## src/rtl/platform_pkg.sv

```systemverilog
`default_nettype none
// ============================================================================
// platform_pkg
// ----------------------------------------------------------------------------
// Shared constants and types for the platform line reader: display geometry,
// platform-RAM word width, address width and the prefetch FSM state encoding.
// ----------------------------------------------------------------------------
// Revision: 1.0 - initial release
// ============================================================================
package platform_pkg;

  localparam int H_ACTIVE       = 640;
  localparam int V_ACTIVE       = 480;
  localparam int WORD_W         = 16;
  localparam int WORDS_PER_LINE = H_ACTIVE / WORD_W;
  localparam int ADDR_W         = 15;

  typedef enum logic [1:0] {
    ST_IDLE  = 2'd0,
    ST_FETCH = 2'd1,
    ST_DRAIN = 2'd2,
    ST_DONE  = 2'd3
  } fetch_state_t;

endpackage : platform_pkg
`default_nettype wire

```

## src/rtl/platform_line_bank.sv

```systemverilog
`default_nettype none
// ============================================================================
// platform_line_bank
// ----------------------------------------------------------------------------
// Two line banks of H_ACTIVE bits. One word-wide write port fills a bank,
// a whole-bank clear wipes a bank in one cycle, and a single-bit combinational
// read port serves pixel lookups.
//
// Ports
//   clk, reset          clock, asynchronous active-high reset (clears both)
//   wr_en/wr_bank       word write enable and target bank
//   wr_word/wr_data     word index within the line and its data
//   clr_en/clr_bank     one-cycle clear of a whole bank
//   rd_bank/rd_col      bank and column for the bit read
//   rd_bit              bit at rd_col of rd_bank
// ----------------------------------------------------------------------------
// Revision: 1.0 - initial release
// ============================================================================
module platform_line_bank #(
  parameter int H_ACTIVE = 640,
  parameter int WORD_W   = 16,
  parameter int WIDX_W   = 6,
  parameter int COL_W    = 10
) (
  input  logic              clk,
  input  logic              reset,
  input  logic              wr_en,
  input  logic              wr_bank,
  input  logic [WIDX_W-1:0] wr_word,
  input  logic [WORD_W-1:0] wr_data,
  input  logic              clr_en,
  input  logic              clr_bank,
  input  logic              rd_bank,
  input  logic [COL_W-1:0]  rd_col,
  output logic              rd_bit
);

  localparam int WPL = H_ACTIVE / WORD_W;

  logic [1:0][H_ACTIVE-1:0] bank_q;
  logic [1:0][H_ACTIVE-1:0] bank_d;

  always_comb begin
    bank_d = bank_q;
    if (clr_en) begin
      bank_d[clr_bank] = '0;
    end
    if (wr_en) begin
      for (int w = 0; w < WPL; w++) begin
        if (wr_word == WIDX_W'(w)) begin
          bank_d[wr_bank][w*WORD_W +: WORD_W] = wr_data;
        end
      end
    end
  end

  always_ff @(posedge clk or posedge reset) begin
    if (reset) begin
      bank_q <= '0;
    end else begin
      bank_q <= bank_d;
    end
  end

  assign rd_bit = bank_q[rd_bank][rd_col];

endmodule : platform_line_bank
`default_nettype wire

```

## src/rtl/platform_reader.sv

```systemverilog
`default_nettype none
// ============================================================================
// platform_reader
// ----------------------------------------------------------------------------
// Double-buffered platform line reader. On each line_start the banks swap and
// the next row is prefetched from platform RAM into the back bank, while the
// front bank answers per-pixel lookups with horizontal scroll.
//
// Ports
//   clk, reset            clock, asynchronous active-high reset
//   line_start            hblank pulse: swap banks, start prefetch
//   next_y, camera_pos    row to prefetch and scroll, sampled on line_start
//   pixel_req, x          lookup request for screen column x
//   mem_rd, mem_addr      platform-RAM read strobe and word address
//   mem_rdata             read data, valid one cycle after mem_rd
//   platform_pixel        looked-up bit (0 when no request)
//   pixel_valid           pixel_req delayed by one cycle
//   fetch_busy            prefetch in progress (FETCH or DRAIN)
//   underrun              pulse when line_start cut a prefetch short
// ----------------------------------------------------------------------------
// Revision: 1.0 - initial release
// ============================================================================
module platform_reader #(
  parameter int H_ACTIVE = platform_pkg::H_ACTIVE,
  parameter int V_ACTIVE = platform_pkg::V_ACTIVE,
  parameter int WORD_W   = platform_pkg::WORD_W
) (
  input  logic              clk,
  input  logic              reset,
  input  logic              line_start,
  input  logic [8:0]        next_y,
  input  logic [9:0]        camera_pos,
  input  logic              pixel_req,
  input  logic [9:0]        x,
  output logic              mem_rd,
  output logic [14:0]       mem_addr,
  input  logic [WORD_W-1:0] mem_rdata,
  output logic              platform_pixel,
  output logic              pixel_valid,
  output logic              fetch_busy,
  output logic              underrun
);

  import platform_pkg::*;

  localparam int                WPL        = H_ACTIVE / WORD_W;
  localparam int                WIDX_W     = $clog2(WPL);
  localparam logic [WIDX_W-1:0] LAST_WORD  = WIDX_W'(WPL - 1);
  localparam logic [10:0]       H_ACTIVE_W = 11'(H_ACTIVE);

  fetch_state_t      state_q, state_d;
  logic [WIDX_W-1:0] word_q, word_d;
  logic [ADDR_W-1:0] addr_q, addr_d;
  logic              rd_pend_q, rd_pend_d;
  logic [WIDX_W-1:0] rd_word_q, rd_word_d;
  logic              bank_sel_q, bank_sel_d;
  logic [9:0]        scroll_q, scroll_d;
  logic              pix_q, pix_d;
  logic              valid_q, valid_d;
  logic              underrun_q, underrun_d;

  logic              in_range;
  logic              clr_en;
  logic              rd_bit;
  logic [10:0]       col_sum;
  logic [9:0]        lookup_col;
  logic [ADDR_W-1:0] row_base;

  assign in_range   = (next_y < 9'(V_ACTIVE));
  assign row_base   = ADDR_W'(next_y) * ADDR_W'(WPL);

  assign mem_rd     = (state_q == ST_FETCH);
  assign mem_addr   = addr_q;
  assign fetch_busy = (state_q == ST_FETCH) || (state_q == ST_DRAIN);

  // Scroll is below H_ACTIVE, so one conditional subtract wraps the sum.
  assign col_sum    = {1'b0, x} + {1'b0, scroll_q};
  assign lookup_col = (col_sum >= H_ACTIVE_W) ? 10'(col_sum - H_ACTIVE_W)
                                              : col_sum[9:0];

  always_comb begin
    state_d    = state_q;
    word_d     = word_q;
    addr_d     = addr_q;
    bank_sel_d = bank_sel_q;
    scroll_d   = scroll_q;
    clr_en     = 1'b0;
    underrun_d = 1'b0;
    // A read issued in the line_start cycle belongs to the aborted prefetch,
    // so its returning data is dropped.
    rd_pend_d  = mem_rd && !line_start;
    rd_word_d  = word_q;

    if (line_start) begin
      underrun_d = fetch_busy;
      bank_sel_d = ~bank_sel_q;
      scroll_d   = (camera_pos >= 10'(H_ACTIVE)) ? camera_pos - 10'(H_ACTIVE)
                                                 : camera_pos;
      word_d     = '0;
      if (in_range) begin
        state_d = ST_FETCH;
        addr_d  = row_base;
      end else begin
        // Wipe the bank that becomes back (the current front).
        state_d = ST_DONE;
        clr_en  = 1'b1;
      end
    end else begin
      case (state_q)
        ST_FETCH: begin
          if (word_q == LAST_WORD) begin
            state_d = ST_DRAIN;
          end else begin
            word_d = word_q + 1'b1;
            addr_d = addr_q + 1'b1;
          end
        end
        // The last word's data is written at the end of this cycle.
        ST_DRAIN: state_d = ST_DONE;
        default:  state_d = state_q;
      endcase
    end

    pix_d   = pixel_req & rd_bit;
    valid_d = pixel_req;
  end

  always_ff @(posedge clk or posedge reset) begin
    if (reset) begin
      state_q    <= ST_IDLE;
      word_q     <= '0;
      addr_q     <= '0;
      rd_pend_q  <= 1'b0;
      rd_word_q  <= '0;
      bank_sel_q <= 1'b0;
      scroll_q   <= '0;
      pix_q      <= 1'b0;
      valid_q    <= 1'b0;
      underrun_q <= 1'b0;
    end else begin
      state_q    <= state_d;
      word_q     <= word_d;
      addr_q     <= addr_d;
      rd_pend_q  <= rd_pend_d;
      rd_word_q  <= rd_word_d;
      bank_sel_q <= bank_sel_d;
      scroll_q   <= scroll_d;
      pix_q      <= pix_d;
      valid_q    <= valid_d;
      underrun_q <= underrun_d;
    end
  end

  assign platform_pixel = pix_q;
  assign pixel_valid    = valid_q;
  assign underrun       = underrun_q;

  // Front bank is bank_sel_q; returned words go to the other one. A write
  // landing on a swap edge still completes into the bank being swapped out.
  platform_line_bank #(
    .H_ACTIVE (H_ACTIVE),
    .WORD_W   (WORD_W),
    .WIDX_W   (WIDX_W),
    .COL_W    (10)
  ) u_bank (
    .clk      (clk),
    .reset    (reset),
    .wr_en    (rd_pend_q),
    .wr_bank  (~bank_sel_q),
    .wr_word  (rd_word_q),
    .wr_data  (mem_rdata),
    .clr_en   (clr_en),
    .clr_bank (bank_sel_q),
    .rd_bank  (bank_sel_q),
    .rd_col   (lookup_col),
    .rd_bit   (rd_bit)
  );

endmodule : platform_reader
`default_nettype wire

```

## config.mk

```make
export PLATFORM = sky130hd
export DESIGN_NAME = platform_reader
export DESIGN_NICKNAME = d
export VERILOG_FILES = /design/src/rtl/platform_pkg.sv /design/src/rtl/platform_line_bank.sv /design/src/rtl/platform_reader.sv
export SDC_FILE = /design/constraint.sdc
export NUM_CORES = 2
export LEC_CHECK = 0
export BUFFER_PORTS_ARGS = -buffer_cell sky130_fd_sc_hd__buf_2
export CAP_MARGIN = 20
export CORE_ASPECT_RATIO = 1.5
export CORE_UTILIZATION = 45
export DETAILED_ROUTE_END_ITERATION = 7
export PLACE_DENSITY_LB_ADDON = 0.12
export SYNTH_ARGS = -nofsm -noshare
export SYNTH_HDL_FRONTEND = slang
export SYNTH_SLANG_ARGS = --single-unit
export TNS_END_PERCENT = 100
```

## constraint.sdc

```tcl
create_clock -name clk -period 62 [get_ports clk]
set_clock_uncertainty 0.1 [all_clocks]
set_input_delay 6.2 -clock clk [delete_from_list [all_inputs] [get_ports clk]]
set_output_delay 6.2 -clock clk [all_outputs]
set_load 0.1 [all_outputs]
```

==> results by group <==
Synth
  – Mapped Nets: 4653
  – Mapped Area: 59840 sq um
  – Netlist cell types: 78
  – Number of synthesized register bits: 1324
  – Mean post-synth cell area: 13.09 sq um
  – Synth Warn #: 0
  – Ys async rst share: 100.0%
  – Seq/Total Area, Yosys: 55.37%
  – Number of flops mapped to enable cells by yosys: 0
  – Post-synth top flop: dfrtp_1
  – Syn Inst Count: 4572

Hold path
  – HP Start: rd_word_d[1]
  – WHS Endpoint: rd_word_q[1]
  – Hold Path Cell Cnt: 0
  – Hold WC Path Type: reg2reg

STA
  – Final Hold Fails: 0
  – Setup ws final: 51160 ps
  – Min Clock Period, post-route: 10840 ps
  – Post-route setup TNS: 0 ps
  – Crit share post-route: 17.49%
  – Slew Viols, Final: 0
  – RSZ-0062 raised after global routing: no
  – Achievable clock frequency: 92.24 MHz
  – Rel. slew slack: 22.02%
  – Slew @ Worst Pin: 1170 ps
  – Final setup viols: 0

Worst setup path
  – Crit path max fanout: 33
  – CP required: 62480 ps
  – Crit path DAT: 11320 ps
  – Crit start category: input pin
  – Setup CP Type: in2reg
  – Worst reg2reg startpoint: bank_sel_q
  – Reg2reg end: platform_pixel
  – Reg2Reg Depth: 12
  – FF-to-FF setup slack: 55500 ps
  – Setup crit end kind: flop

Clock network
  – Clock Sinks: 1324
  – CTS Root Cell: clkbuf_16
  – Cts hold-fix bufs: 0
  – CTS H-Tree Depth: 4
  – CTS tree: yes
  – Worst-Skew Late Latency: 760 ps
  – Clock transition at path regs: 70 ps
  – CTS Buf Count: 132
  – Post CTS Setup Buffer Count: 0
  – Post-CTS sizing: 0
  – Clk buf depth: 3

Finish
  – Share of cells above drive strength 1: 19.37%
  – Filler cell count: 11470
  – # nets final: 4568
  – Core Util, Final: 50.25%
  – Area grow syn2layout: 10.64%
  – Register area: 33140 sq um
  – Multi-input gate area: 24350 sq um

Floorplanning
  – Std-Cell Rows: 163
  – Die H: 448.6 um
  – Die Area: 134500 sq um
  – Die width: 299.7 um
  – Core box area: 131700 sq um
  – Num ports: 69
  – Initial core utilization: 45.42%

Global route
  – Vias in the first global route: 43340
  – Grt ovf: 0
  – Largest net degree at the start of global routing: 166
  – Initial antenna violation count: 7
  – First-pass GRT wire length: 304.7 mm
  – GRT Total Usage: 30.76%

Job
  – Max-capacitance violation count: 0

Detailed routing
  – Via count: 42460
  – DRT Pass-1 Iters: 6
  – Final ANT Viol Nets: 0
  – DRT Wirelength: 205.4 mm
  – Vias per std cell: 6.721
  – DRC: 0
  – WL/cell: 32.51 um
  – Initial DRC count: 4901

Status
  – Status: complete, no violations

Power and ir drop
  – Power Density: 34.36 nW/um^2
  – VDD IR max: 0.00003906 V
  – Leak: 30.01 nW
  – Total power: 0.002275 W

Placed design
  – Place WS: 50370 ps
  – DP Wirelength: 111.7 mm
  – Port Buffer Count: 68
  – GP Congestion: 0.8118
==> flip-flops by register name (all words and copies together), names as in the netlist <==
name and cells:
bank_sel_q 1, mem_addr 15, pixel_valid 1, platform_pixel 1, rd_pend_q 1, rd_word_d 6, rd_word_q 6, scroll_q 10
state_q 2, u_bank.bank_q 1280, underrun 1
==> final cells by class <==
cell class                 count  area share (%)
tap                         1732           3.273
clock inverter                33          0.6577
multi-input combinational   2738           36.77
antenna                        1        0.003780
timing repair buffer         267           2.997
clock buffer                 199           6.097
sequential                  1324           50.05
inverter                      24          0.1474
==> where the power goes <==
part	switching [W]	internal, W
logic	0.000339	0.000154
registers	0.0000313	0.000908
clock network	0.000352	0.000491
==> worst max-delay path, cell delays in order <==
cell,delay [ps]
buf_2,110
ha_4,680
buf_4,670
buf_4,640
buf_4,580
mux4_2,560
mux4_2,490
mux2i_1,310
nor3_1,80
a41o_1,210
a221o_1,320
a211oi_1,250
a31oi_1,80
==> cells in the final DEF (no fill, tap or decap), types with 16 or more instances in the layout <==
cell type / n
nand3_1: 60
buf_4: 186
o21ai_0: 278
nor2_1: 49
clkbuf_1: 29
nand2_1: 439
inv_1: 21
nor2_2: 34
ha_1: 29
nand4_1: 45
o22ai_1: 17
dfrtp_1: 1323
a21oi_1: 118
mux2i_1: 66
buf_2: 68
a22oi_1: 16
mux4_2: 302
and3_2: 17
clkbuf_8: 29
clkinv_2: 16
a31oi_1: 17
a22o_1: 1026
mux4_1: 29
clkbuf_16: 141
==> cells in the mapped netlist, types with 3 or more instances <==
library cell,number,share of area (%)
a2111oi_0,3,0.044
a211o_1,4,0.059
a211oi_1,4,0.050
a21o_1,3,0.038
a21oi_1,126,1.1
a221oi_1,13,0.19
a22o_1,1026,15
a22oi_1,16,0.20
a31o_2,3,0.044
a31oi_1,17,0.18
and2_1,25,0.26
and3_1,31,0.32
buf_1,7,0.044
buf_12,7,0.23
buf_2,80,0.67
buf_4,30,0.38
buf_6,38,0.72
buf_8,7,0.18
clkbuf_1,313,2.0
clkbuf_4,3,0.038
dfrtp_1,1324,55
ha_1,30,0.63
inv_1,22,0.14
mux2_2,9,0.17
mux2i_1,66,1.1
mux4_1,29,1.3
mux4_2,302,11
nand2_1,439,2.8
nand2b_1,6,0.063
nand3_1,60,0.50
nand4_1,45,0.47
nor2_1,84,0.53
nor2b_1,9,0.094
nor3_1,8,0.067
o211ai_1,4,0.050
o21a_1,4,0.050
o21ai_0,278,2.3
o21ai_1,4,0.033
o21bai_1,3,0.038
o22ai_1,17,0.18
or2_2,5,0.052
xnor2_1,12,0.18
xor2_1,10,0.15
==> per-stage QoR <==
| stage | hold slack (ps) | cell area (sq um) | cells |
|---|---|---|---|
| after floorplan | 292.3 | 59840 | 4572 |
| after global placement | 320.1 | 61640 | 6080 |
| after detailed placement | 325.7 | 61660 | 6081 |
| after CTS | 334.6 | 66130 | 6313 |
| after global routing | 355.4 | 66200 | 6317 |
| final | 338.8 | 66210 | 6318 |
==> worst max-delay path by stage <==
stage | from | to | slack, ps | cells past startpoint
after floorplan | reset | bank_sel_q | 18380 | 1
after global placement | x[0] | platform_pixel | 50420 | 13
after detailed placement | x[0] | platform_pixel | 50370 | 13
after CTS | x[0] | platform_pixel | 51170 | 13
after global routing | x[0] | platform_pixel | 50930 | 13
final | x[0] | platform_pixel | 51160 | 13
==> routing by layer <==
metal  routed length [um]  vias to the layer above  track usage [%]  part of all wire (%)
met2                95650                     2060            47.33                    47
met4                10260                       10            13.86                   5.0
met3                15040                      464            5.627                   7.3
met5                   67                        -                0                 0.033
met1                84360                    22610            42.59                    41
li1                     -                    17320                -                     -
==> logic make-up after synthesis <==
| family | after synthesis | synth area share, % |
|---|---|---|
| xor+xnor | 24 | 0.3764 |
| flops | 1324 | 55.37 |
| compound gates | 1553 | 20.02 |
| fa+ha+maj | 32 | 0.6942 |
| mux | 406 | 13.91 |
| simple gates | 723 | 5.254 |
| buf+inv | 510 | 4.374 |
Power figures use the tool's default switching activity.
